[src/rtl/ins_pkg.sv]
// Shared field map, length encoding and assembler states for the instruction fetch/decode path.
// Field positions refer to bits [15:0] of the head word.
package ins_pkg;

  localparam int MODE_HI   = 15;
  localparam int MODE_LO   = 14;
  localparam int LEN_HI    = 13;
  localparam int LEN_LO    = 12;
  localparam int OPCODE_HI = 11;
  localparam int OPCODE_LO = 8;
  localparam int OP1_HI    = 7;
  localparam int OP1_LO    = 5;
  localparam int OP2_HI    = 4;
  localparam int OP2_LO    = 2;
  localparam int OT_HI     = 1;
  localparam int OT_LO     = 0;

  localparam logic [1:0] LEN_ILLEGAL = 2'd3;

  typedef enum logic [1:0] {
    S_HEAD = 2'd0,
    S_EXT  = 2'd1,
    S_HOLD = 2'd2
  } state_t;

  // An illegal length carries no extension words.
  function automatic logic [1:0] ext_words(input logic [1:0] len);
    return (len == LEN_ILLEGAL) ? 2'd0 : len;
  endfunction

endpackage

[src/rtl/ins_fifo.sv]
// Prefetch FIFO: DEPTH-entry register array, read data taken straight from the head slot.
// Push is refused when full (even with a same-cycle pop); flush empties it on the next edge.
module ins_fifo #(
  parameter int IW    = 16,
  parameter int DEPTH = 4,
  localparam int AW   = $clog2(DEPTH),
  localparam int CW   = $clog2(DEPTH + 1)
) (
  input  logic          clk,
  input  logic          rst_n,
  input  logic          flush,
  input  logic          push,
  input  logic [IW-1:0] push_dat,
  input  logic          pop,
  output logic [IW-1:0] pop_dat,
  output logic          full,
  output logic          empty,
  output logic [CW-1:0] count
);

  logic [IW-1:0] mem [DEPTH];
  logic [AW-1:0] wr_ptr;
  logic [AW-1:0] rd_ptr;
  logic [CW-1:0] cnt;
  logic          do_push;
  logic          do_pop;

  assign full    = (cnt == CW'(DEPTH));
  assign empty   = (cnt == '0);
  assign count   = cnt;
  assign pop_dat = mem[rd_ptr];

  assign do_push = push && !full && !flush;
  assign do_pop  = pop && !empty && !flush;

  // Power-of-two depth lets the pointers wrap by natural overflow.
  always_ff @(posedge clk or negedge rst_n) begin
    if (!rst_n) begin
      wr_ptr <= '0;
      rd_ptr <= '0;
      cnt    <= '0;
    end else if (flush) begin
      wr_ptr <= '0;
      rd_ptr <= '0;
      cnt    <= '0;
    end else begin
      if (do_push) wr_ptr <= wr_ptr + 1'b1;
      if (do_pop)  rd_ptr <= rd_ptr + 1'b1;
      case ({do_push, do_pop})
        2'b10:   cnt <= cnt + 1'b1;
        2'b01:   cnt <= cnt - 1'b1;
        default: cnt <= cnt;
      endcase
    end
  end

  always_ff @(posedge clk) begin
    if (do_push) mem[wr_ptr] <= push_dat;
  end

endmodule

[src/rtl/ins_fetch_decoder.sv]
// Prefetches ROM words, assembles head + extension words and presents decoded fields via valid/ready.
// Head popped one cycle after it lands in the FIFO; outputs hold until out_ready, next head follows with no bubble.
module ins_fetch_decoder
  import ins_pkg::*;
#(
  parameter int IW      = 16,
  parameter int DEPTH   = 4,
  parameter int MAX_EXT = 2,
  localparam int CW     = $clog2(DEPTH + 1),
  localparam int EW     = (MAX_EXT > 1) ? $clog2(MAX_EXT) : 1
) (
  input  logic          clk,
  input  logic          rst_n,
  input  logic          flush,
  input  logic          in_valid,
  input  logic [IW-1:0] in_word,
  output logic          in_ready,
  output logic          out_valid,
  input  logic          out_ready,
  output logic [1:0]    out_mode,
  output logic [1:0]    out_len,
  output logic [3:0]    out_opcode,
  output logic [2:0]    out_op1,
  output logic [2:0]    out_op2,
  output logic [1:0]    out_ot,
  output logic [IW-1:0] out_word0,
  output logic [IW-1:0] out_ext0,
  output logic [IW-1:0] out_ext1,
  output logic          out_illegal,
  output logic [CW-1:0] fifo_count
);

  state_t        state;
  state_t        state_nxt;
  logic          fifo_pop;
  logic          fifo_full;
  logic          fifo_empty;
  logic [IW-1:0] fifo_dat;
  logic          load_head;
  logic          load_ext;
  logic [IW-1:0] head_q;
  logic [IW-1:0] ext_q [MAX_EXT];
  logic [EW-1:0] ext_cnt_q;
  logic [1:0]    need_q;
  logic [1:0]    ext_last;

  assign in_ready = !fifo_full && !flush;
  assign fifo_pop = load_head || load_ext;
  assign ext_last = need_q - 2'd1;

  ins_fifo #(
    .IW    (IW),
    .DEPTH (DEPTH)
  ) u_fifo (
    .clk      (clk),
    .rst_n    (rst_n),
    .flush    (flush),
    .push     (in_valid && in_ready),
    .push_dat (in_word),
    .pop      (fifo_pop),
    .pop_dat  (fifo_dat),
    .full     (fifo_full),
    .empty    (fifo_empty),
    .count    (fifo_count)
  );

  always_ff @(posedge clk or negedge rst_n) begin
    if (!rst_n) state <= S_HEAD;
    else        state <= state_nxt;
  end

  always_comb begin
    state_nxt = state;
    load_head = 1'b0;
    load_ext  = 1'b0;
    if (flush) begin
      state_nxt = S_HEAD;
    end else begin
      case (state)
        S_HEAD: begin
          if (!fifo_empty) load_head = 1'b1;
        end
        S_EXT: begin
          if (!fifo_empty) begin
            load_ext = 1'b1;
            if (2'(ext_cnt_q) == ext_last) state_nxt = S_HOLD;
          end
        end
        S_HOLD: begin
          if (out_ready) begin
            if (!fifo_empty) load_head = 1'b1;
            else             state_nxt = S_HEAD;
          end
        end
        default: state_nxt = S_HEAD;
      endcase
      // A freshly popped head decides the branch, whichever state popped it.
      if (load_head) begin
        state_nxt = (ext_words(fifo_dat[LEN_HI:LEN_LO]) == 2'd0) ? S_HOLD : S_EXT;
      end
    end
  end

  always_ff @(posedge clk or negedge rst_n) begin
    if (!rst_n) begin
      head_q    <= '0;
      need_q    <= '0;
      ext_cnt_q <= '0;
      for (int i = 0; i < MAX_EXT; i++) ext_q[i] <= '0;
    end else if (load_head) begin
      head_q    <= fifo_dat;
      need_q    <= ext_words(fifo_dat[LEN_HI:LEN_LO]);
      ext_cnt_q <= '0;
      for (int i = 0; i < MAX_EXT; i++) ext_q[i] <= '0;
    end else if (load_ext) begin
      ext_q[ext_cnt_q] <= fifo_dat;
      ext_cnt_q        <= ext_cnt_q + 1'b1;
    end
  end

  assign out_valid   = (state == S_HOLD);
  assign out_mode    = head_q[MODE_HI:MODE_LO];
  assign out_len     = head_q[LEN_HI:LEN_LO];
  assign out_opcode  = head_q[OPCODE_HI:OPCODE_LO];
  assign out_op1     = head_q[OP1_HI:OP1_LO];
  assign out_op2     = head_q[OP2_HI:OP2_LO];
  assign out_ot      = head_q[OT_HI:OT_LO];
  assign out_word0   = head_q;
  assign out_ext0    = ext_q[0];
  assign out_ext1    = ext_q[1];
  assign out_illegal = (head_q[LEN_HI:LEN_LO] == LEN_ILLEGAL);

endmodule
[config.mk]
export PLATFORM = sky130hd
export DESIGN_NAME = ins_fetch_decoder
export DESIGN_NICKNAME = d
export VERILOG_FILES = /design/src/rtl/ins_pkg.sv /design/src/rtl/ins_fifo.sv /design/src/rtl/ins_fetch_decoder.sv
export SDC_FILE = /design/constraint.sdc
export NUM_CORES = 1
export LEC_CHECK = 0
export CORE_UTILIZATION = 30
export DETAILED_ROUTE_END_ITERATION = 16
export HOLD_SLACK_MARGIN = 0.12
export PLACE_DENSITY = 0.58
export SLEW_MARGIN = 20
export SYNTH_ARGS = -nofsm -noshare
export SYNTH_HDL_FRONTEND = slang
export SYNTH_SLANG_ARGS = --single-unit
[constraint.sdc]
create_clock -name clk -period 2.3 [get_ports clk]
set_clock_uncertainty 0.05 [all_clocks]
set_input_delay 0.46 -clock clk [delete_from_list [all_inputs] [get_ports clk]]
set_output_delay 0.46 -clock clk [all_outputs]
set_load 0.01 [all_outputs]
==> impl_results.md, run 1 <==
- Synth Instances: 319
- Ys async rst share: 0.484
- Via count: 3109
- CP Capture Type: register
- Hold Vio Cnt, Final: 0
- DR WL/cell: 17.2 um
- Layout cells sized above 1: 0.234
- Crit start category: primary input
- Detailed Route WL: 11.3 mm
- Top FF cell, synth: edfxtp_1
- Area contributors post-synth: edfxtp_1 38%, dfrtp_1 29%, mux4_2 7.1%
- Syn nets: 347
- CTS tree: built
- Synthesis-to-finish area growth: 37.5%
- Vias/cell: 4.73
- Seq cells post-synth: 124
- Critical Path RT: 2.53 ns
- Fmax: 451 MHz
- Row count: 47
- PwrDens: 1290 nW/um^2
- Worst Reg-to-Reg Cells: 9
- TritonRoute pass-1 iters: 4
- Final Cell Area: 7010 sq um
- Maximum VDD drop: 548 uV
- Vias in the first global route: 3237
- Nets@finish: 451
- Register-to-register setup slack: 0.11 ns
- Largest stage delay on the critical path: 0.50 ns
- Worst-Margin Slew: 0.711 ns
- Synth top area share: 0.377
- Worst-path fanout max: 3
- Reg clk slew, reported paths: 0.06 ns
- Routability congestion estimate: 0.783
- Clock buffer count from CTS: 17
- CTS max path bufs: 2
- YS warnings: 0
- Worst reg2reg path startpoint: u_fifo.count[1]
- CTS sink cnt: 124
- Core area: 16600 sq um
- EDFF count, synth: 64
- Hold_sp: out_ext1[14]
- Post-synthesis sequential area ratio: 0.671
- Min-Delay Path Class: register to register
- Worst Path Arrival: 2.44 ns
- Hold endpoint: out_ext1[14]
- DRC Markers: 0
- Initial antenna violation count: 0
- Overall Power: 9.02 mW
- I/O pins: 91
- First-pass GRT wire length: 18.2 mm
- Critical path class: primary input to register
- Initial core utilization: 0.308
- Chip Width: 132 um
- Yosys top cell by area: edfxtp_1
- Cell area after synthesis: 5100 sq um
- Setup bufs post-CTS: 0
- Max Slew Vio Count: 0
- Post-synth cell types: 45
- IO Port Bufs: 90
- Max cap viols: 0
- Initial DRC count: 177
- Final period utilization: 0.963
- Worst skew pair latency: 0.41 ns
- Mean Syn Cell Area: 16.0 sq um
- Fin crit period: 2.22 ns
- Grt total ovfl: 0
- Fin util: 0.423
- DP Area: 6360 sq um
- Post-DRT Antenna Nets: 0
- Htree depth: 4
- Leak: 2.71 nW
- Hpwl dp: 7.75 mm
- Critical-path top delay cell: fa_1
- Setup-failing EPs final: 0
- Die H: 132 um
- Worst hold path cell count: 1
- CP cell instances: clkdlybuf4s50_1, nor2b_4, nor2_1, a2111oi_4, fa_1, mux2i_1, nor3b_1, o21ai_0, o311ai_1
- Largest net degree at the start of global routing: 38
- Slew headroom: 0.526
- Global router's overall resource usage: 0.139
- Die Area: 17500 sq um
- Status: finished clean
- Worst R2R End: u_fifo.count[1]
- Root buf cell: clkbuf_16
-- Yosys cell counts (2+ instances only) --
cell type / count
edfxtp_1: 64
dfrtp_1: 60
a22o_1: 32
buf_4: 17
mux2_2: 17
mux4_2: 16
nor2_1: 12
inv_1: 10
clkbuf_1: 9
a21oi_1: 6
and3_1: 6
ha_1: 6
o21ai_0: 6
buf_2: 5
nand2_1: 4
a31oi_1: 3
nand2b_1: 3
nand3_1: 3
nand3b_1: 3
or3_1: 3
a21o_1: 2
and2_1: 2
buf_6: 2
mux2i_1: 2
nor2b_1: 2
nor3b_1: 2
o211ai_1: 2
o22ai_1: 2
xnor2_1: 2
-- report_power, final --
group,internal (mW),switching [mW]
Combinational,1.77,1.40
Clock,1.72,1.02
Sequential,2.80,0.301
-- repair_timing --
item | CTS | global route
pin swaps | 0 | 1
resized for setup | 2 | 7
hold endpoints to repair | 23 | 0
hold buffers | 1 | 0
endpoints found under the setup margin | 1 | 3
-- layer usage --
layer / global-route usage / vias to the layer above / part of all wire
li1: - / 1425 / -
met1: 0.186 / 1589 / 0.46
met5: 0 / - / 0
met3: 0.0481 / 11 / 0.058
met2: 0.210 / 84 / 0.47
met4: 0.0479 / 0 / 0.0093
-- per-stage QoR --
stage	std cells	setup slack, ns	hold slack [ns]	setup TNS, ns
floorplan	319	0.00301	0.114	0
detailed placement	623	-0.407	0.441	-1.36
CTS	656	0.00240	0.458	0
finish	657	0.0841	0.454	0
global placement	623	-0.361	0.441	-1.41
global route	656	-0.00475	0.468	-0.00475
-- worst max path at each step --
| stage | from | to | slack, ns | cells after the start |
|---|---|---|---|---|
| 6_report | out_ready | u_fifo.count[1] | 0.08 | 9 |
| 5_1_grt | out_ready | u_fifo.count[1] | -0.005 | 9 |
| 4_1_cts | u_fifo.count[0] | u_fifo.count[1] | 0.002 | 7 |
| 3_5_place_dp | out_ready | u_fifo.count[1] | -0.41 | 9 |
| 3_3_place_gp | out_ready | u_fifo.count[1] | -0.36 | 9 |
| 2_1_floorplan | u_fifo.count[1] | u_fifo.count[1] | 0.003 | 7 |
-- layout by cell type, fill, tap and decap left out, types with 4 or more instances in the layout --
master | Yosys | layout
clkdlybuf4s50_1 | 0 | 87
edfxtp_1 | 64 | 64
dfrtp_1 | 60 | 60
a22o_1 | 32 | 32
buf_4 | 17 | 21
mux2_2 | 17 | 17
clkbuf_16 | 0 | 17
mux4_2 | 16 | 16
nor2_1 | 12 | 11
inv_1 | 10 | 10
and3_1 | 6 | 6
o21ai_0 | 6 | 6
ha_1 | 6 | 6
buf_12 | 0 | 6
a21oi_1 | 6 | 5
nand2_1 | 4 | 4
inv_6 | 0 | 4
-- registers in the layout, summed over array words and instances, names as in the netlist --
signal	count
u_fifo.wr_ptr	2
u_fifo.mem	64
ext_cnt_q	1
out_ext0	16
out_word0	16
out_ext1	16
need_q	2
u_fifo.count	3
state	2
u_fifo.rd_ptr	2
-- area by class of cell --
class	count	area [sq um]
sequential	124	3420
clock buffer	17	425
multi-input combinational	151	1460
clock inverter	15	188
fill	1488	9570
inverter	10	37.5
antenna	1	2.50
tap	220	275
timing repair buffer	119	1200
-- cell families after synthesis --
group                      share of synthesized area
xor gates and xnor gates                     0.00344
and+or+nand+nor                               0.0540
adders and majority gates                     0.0186
AOI/OAI and AO/OA                             0.0893
DFF                                            0.671
buffers and inverters                         0.0491
muxes                                          0.114
-- worst max-delay path: cells and delay by family --
family / cells / cell delay (ns)
adder cells (fa/ha/maj): 1 / 0.50
buffers and inverters: 1 / 0.49
AND/OR/NAND/NOR: 3 / 0.29
AO/OA/AOI/OAI: 3 / 0.56
multiplexers: 1 / 0.15
Power figures use the tool's default switching activity.
==> run 2: changes to the inputs <==
clock period = 2 ns   (was 2.3 ns; I/O delays follow)
==> run 2 against run 1 <==
- die area unchanged
- critical path type is now register to register
- clock power fell by 2%
- first-iteration DRC count grew 28%
- sequential power increased by 16%
- largest power group unchanged
- final area is 0.18% higher
- largest cell class unchanged
- the run now ends with setup timing left
- core utilization is 0.076 points higher
- critical path depth decreased by 2
- combinational power increased by 17%
==> impl_results.md, run 2 (synthesized netlist as in run 1, its figures left out) <==
- Largest net degree at the start of global routing: 38
- Fmax: 460 MHz
- RSZ-0062 raised after global routing: true
- Initial core utilization: 0.308
- Chip Width: 132 um
- Worst-Margin Slew: 0.461 ns
- Critical-path top delay cell: fa_1
- CP Capture Type: register
- Clock buffer count from CTS: 17
- Layout cells sized above 1: 0.258
- Worst R2R End: u_fifo.count[1]
- CTS sink cnt: 124
- Worst-path fanout max: 4
- Nets@finish: 464
- Row count: 47
- Initial antenna violation count: 0
- Core area: 16600 sq um
- Hpwl dp: 8.00 mm
- Maximum VDD drop: 707 uV
- Final period utilization: 1.09
- IO Port Bufs: 90
- Die H: 132 um
- Routability congestion estimate: 0.767
- Detailed Route WL: 11.4 mm
- Fin crit period: 2.17 ns
- Max cap viols: 0
- Commonest non-fill, non-tap cells in the layout: 85 x clkdlybuf4s50_1, 64 x edfxtp_1, 57 x dfrtp_1, 35 x buf_4, 32 x a22o_1
- Fin util: 0.424
- CTS max path bufs: 2
- Min-Delay Path Class: primary input to asynchronous set/reset pin
- Slew headroom: 0.693
- Pre-CTS WS: -0.545 ns
- Setup ws final: -0.173 ns
- Post-DRT Antenna Nets: 0
- Critical Path RT: 2.24 ns
- Initial DRC count: 227
- Worst reg2reg path startpoint: u_fifo.count[0]
- Worst skew pair latency: 0.41 ns
- Max reg flops: 64
- TritonRoute pass-1 iters: 4
- Die Area: 17500 sq um
- Htree depth: 4
- PwrDens: 1430 nW/um^2
- Root buf cell: clkbuf_16
- Failing checks: setup timing
- First-pass GRT wire length: 18.0 mm
- DR WL/cell: 17.0 um
- Max Slew Vio Count: 0
- Via count: 3122
- DRC Markers: 0
- Largest stage delay on the critical path: 0.50 ns
- Worst Reg-to-Reg Cells: 7
- Critical path class: register to register
- Setup TNS: -0.246 ns
- Ant diodes: 0
- Hold slack final: 0.424 ns
- Vias/cell: 4.67
- Reg clk slew, reported paths: 0.06 ns
- CTS tree: built
- Status: finished, violations left
- Global router's overall resource usage: 0.139
- Crit start category: register
- Worst Path Arrival: 2.41 ns
- Hold Vio Cnt, Final: 0
- Top reg by flops: u_fifo.mem
- CP cell instances: or2_4, a2111oi_4, fa_1, mux2i_1, nor3b_1, o21ai_1, o311ai_1
- Vias in the first global route: 3240
- Grt total ovfl: 0
- Synthesis-to-finish area growth: 37.8%
- Setup-failing EPs final: 3
- I/O pins: 91
- Most common cell after layout, fill and taps aside: clkdlybuf4s50_1
- Leak: 2.71 nW
- Register-to-register setup slack: -0.17 ns
## run 2: changes by cell type in the layout (fill, tap and decap cells not counted), sizes merged
cell	change
buf	+13
bufinv	-3
clkdlybuf4s50	-2
clkinvlp	+5
diode	-1
dlygate4sd2	+3
dlymetal6s2s	-1
inv	-2
## run 2: per-layer routing
layer / vias up / routed length (um) / GRT usage
met5: - / 0 / 0
met4: 0 / 174 / 0.0607
met3: 12 / 636 / 0.0477
met2: 91 / 5510 / 0.216
met1: 1580 / 5060 / 0.176
li1: 1439 / - / -
## run 2: area by class of cell
type / count / area [sq um]
Fill cell: 1496 / 9560
Sequential cell: 124 / 3430
Multi-Input combinational cell: 151 / 1470
Timing Repair Buffer: 132 / 1290
Clock buffer: 17 / 425
Tap cell: 220 / 275
Clock inverter: 15 / 100
Inverter: 10 / 37.5
## run 2: what timing repair did
item,in CTS,in global routing
setup endpoints to repair,5,5
hold buffers,1,0
hold endpoints to repair,17,0
pin swaps,1,0
buffers inserted,3,0
gates resized for setup,4,1
## run 2: worst max-delay path by stage
stage	startpoint	end	slack [ns]	cells after the start
6_report	u_fifo.count[0]	u_fifo.count[1]	-0.17	7
5_1_grt	u_fifo.count[0]	u_fifo.count[1]	-0.37	7
4_1_cts	u_fifo.count[0]	u_fifo.count[1]	-0.14	7
3_5_place_dp	out_ready	u_fifo.count[1]	-0.54	9
3_3_place_gp	out_ready	u_fifo.count[1]	-0.51	9
2_1_floorplan	u_fifo.count[2]	u_fifo.count[1]	-0.08	9
## run 2: power by group
part           switching, mW  internal, mW
Sequential             0.368          3.22
Clock                   1.13          1.57
Combinational           1.61          2.11
## run 2: through the flow
step                      instance area (sq um)  total power [mW]  instances
after global routing                       7030              10.6        669
final                                      7030              10.0        669
after floorplan                            5160              5.67        319
after global placement                     6470              7.31        633
after CTS                                  7020              10.1        669
after detailed placement                   6470              7.39        633
## run 2: worst max-delay path, delay by kind of cell (launching register included)
family | cells | cell delay [ns]
compound gates | 3 | 0.55
fa+ha+maj | 1 | 0.50
mux | 1 | 0.18
simple gates | 2 | 0.35
flops | 1 | 0.42
==> run 3: changes to the inputs <==
CORE_ASPECT_RATIO = 1.1   (was unset)
SETUP_SLACK_MARGIN = 0.15   (was unset)
==> run 3 against run 2 <==
- the flow still finishes with violations (setup timing)
- critical path depth unchanged
- combinational power increased by 10%
- core utilization increased by 1.5 points
==> impl_results.md, run 3 (synthesized netlist as in run 1, its figures left out) <==
- Status: finished, violations left
- Failing checks: setup timing
- Max cap viols: 0
- Initial antenna violation count: 0
- Register Area: 3430 sq um
- CTS max path bufs: 2
- Max reg flops: 64
- Grt total ovfl: 0
- Critical Path RT: 2.23 ns
- Net Sw Frac: 0.306
- Hold_sp: out_ext0[6]
- Initial DRC count: 140
- GR Util met1: 0.167
- Via count: 3136
- Die H: 139 um
- CP cell instances: or2_4, a2111oi_4, fa_1, mux2i_1, nor3b_1, o21ai_1, o311ai_1
- Max Slew Vio Count: 0
- I/O pins: 91
- Clk pwr share: 0.269
- RSZ-0062 raised after global routing: true
- Htree depth: 4
- Setup ws final: -0.117 ns
- Slew headroom: 0.769
- GRT met2 Usage: 0.238
- Leak: 2.87 nW
- Hpwl dp: 7.92 mm
- Row count: 49
- Hold Vio Cnt, Final: 0
- Flop pwr share: 0.341
- PwrDens: 1460 nW/um^2
- Layout cells sized above 1: 0.277
- Fin crit period: 2.12 ns
- Overall Power: 10.5 mW
- Core area: 16500 sq um
- Die Area: 17500 sq um
- CTS sink cnt: 124
- Maximum VDD drop: 614 uV
- Critical-path top delay cell: fa_1
- Cell-internal power: 7.32 mW
- Most common cell after layout, fill and taps aside: clkdlybuf4s50_1
- Setup-failing EPs final: 2
- Register-to-register setup slack: -0.12 ns
- Hold slack final: 0.456 ns
- DRC Markers: 0
- Nets@finish: 467
- Global router's overall resource usage: 0.139
- Detailed Route WL: 11.6 mm
- TritonRoute pass-1 iters: 5
- IO Port Bufs: 90
- Worst reg2reg path startpoint: u_fifo.count[1]
- Critical path class: register to register
- Chip Width: 126 um
- Top reg by flops: u_fifo.mem
- Post-DRT Antenna Nets: 0
- Largest stage delay on the critical path: 0.48 ns
- Worst skew pair latency: 0.41 ns
- Clock buffer count from CTS: 17
- CTS tree: built
- Initial core utilization: 0.309
- Multi-input gate area: 1560 sq um
- Psw: 3.22 mW
- DR WL/cell: 17.7 um
- Vias in the first global route: 3278
- Fmax: 472 MHz
- Worst-Margin Slew: 0.345 ns
- Synthesis-to-finish area growth: 41.8%
- Reg clk slew, reported paths: 0.06 ns
- Worst-path fanout max: 3
- GR peak layer: met2
- Launching element of the worst setup path: u_fifo.count[1]
- Filler cell count: 1429
- Routability congestion estimate: 0.750
- Commonest non-fill, non-tap cells in the layout: 78 x clkdlybuf4s50_1, 64 x edfxtp_1, 57 x dfrtp_1, 32 x a22o_1, 28 x buf_4
- Worst Path Arrival: 2.34 ns
- Largest net degree at the start of global routing: 61
- Final period utilization: 1.06
- Vias/cell: 4.78
- CP Capture Type: register
- First-pass GRT wire length: 18.3 mm
- Met3 usage: 0.0324
- Root buf cell: clkbuf_16
- Gate power share: 0.390
- Ant diodes: 0
- Crit start category: register
- Min-Delay Path Class: register to register
-- run 3: per-layer routing --
layer  vias up  part of all wire
met5         -                 0
met4         0             0.012
met3        11             0.034
met2        81              0.53
met1      1601              0.42
li1       1443                 -
-- run 3: what timing repair did --
action / 4_1_cts / 5_1_grt
hold buffers: 1 / 0
endpoints found under the setup margin: 8 / 60
endpoints found under the hold margin: 60 / 0
pin swaps: 2 / 4
resized for setup: 12 / 25
cloned: 0 / 1
buffers inserted: 3 / 3
-- run 3: per-stage QoR --
step	std cells	setup TNS (ns)	util	instance area (sq um)	worst slack, ns
6_report	656	-0.149	0.439	7230	-0.117
5_1_grt	656	-0.421	0.439	7230	-0.208
4_1_cts	652	-0.183	0.431	7100	-0.0936
3_5_place_dp	616	-13.32	0.395	6510	-0.529
3_3_place_gp	616	-11.71	0.395	6510	-0.456
2_1_floorplan	319	-0.134	-	5190	-0.0764
-- run 3: final timing paths --
path                                         to  cells past startpoint
worst max-delay path            u_fifo.count[1]                      7
worst min-delay path                out_ext0[6]                      1
worst max register to register  u_fifo.count[1]                      7
worst min register to register      out_ext0[6]                      1
max in group asynchronous       u_fifo.count[0]                      3
min in group asynchronous          out_word0[5]                      3
-- run 3: critical path, delay by kind of cell, from the launching register on --
kind	cells	cell delay [ns]
AND/OR/NAND/NOR	2	0.35
multiplexers	1	0.15
flip-flops	1	0.43
adder cells (fa/ha/maj)	1	0.48
AO/OA/AOI/OAI	3	0.54
-- run 3: area by class of cell --
class	instances	area share
clock inverters	13	0.0163
well taps	204	0.0353
clock buffers	19	0.0599
repair buffers	135	0.194
multi-input cells	151	0.215
flip-flops and latches	124	0.474
inverters	10	0.00519
-- run 3: power groups by stage --
stage          clock, mW  combinational (mW)  sequential (mW)
2_1_floorplan          0                2.03             3.73
3_3_place_gp           0                3.82             3.62
3_5_place_dp           0                3.90             3.64
4_1_cts             2.90                3.94             3.60
5_1_grt             3.01                4.39             3.67
6_report            2.84                4.11             3.59
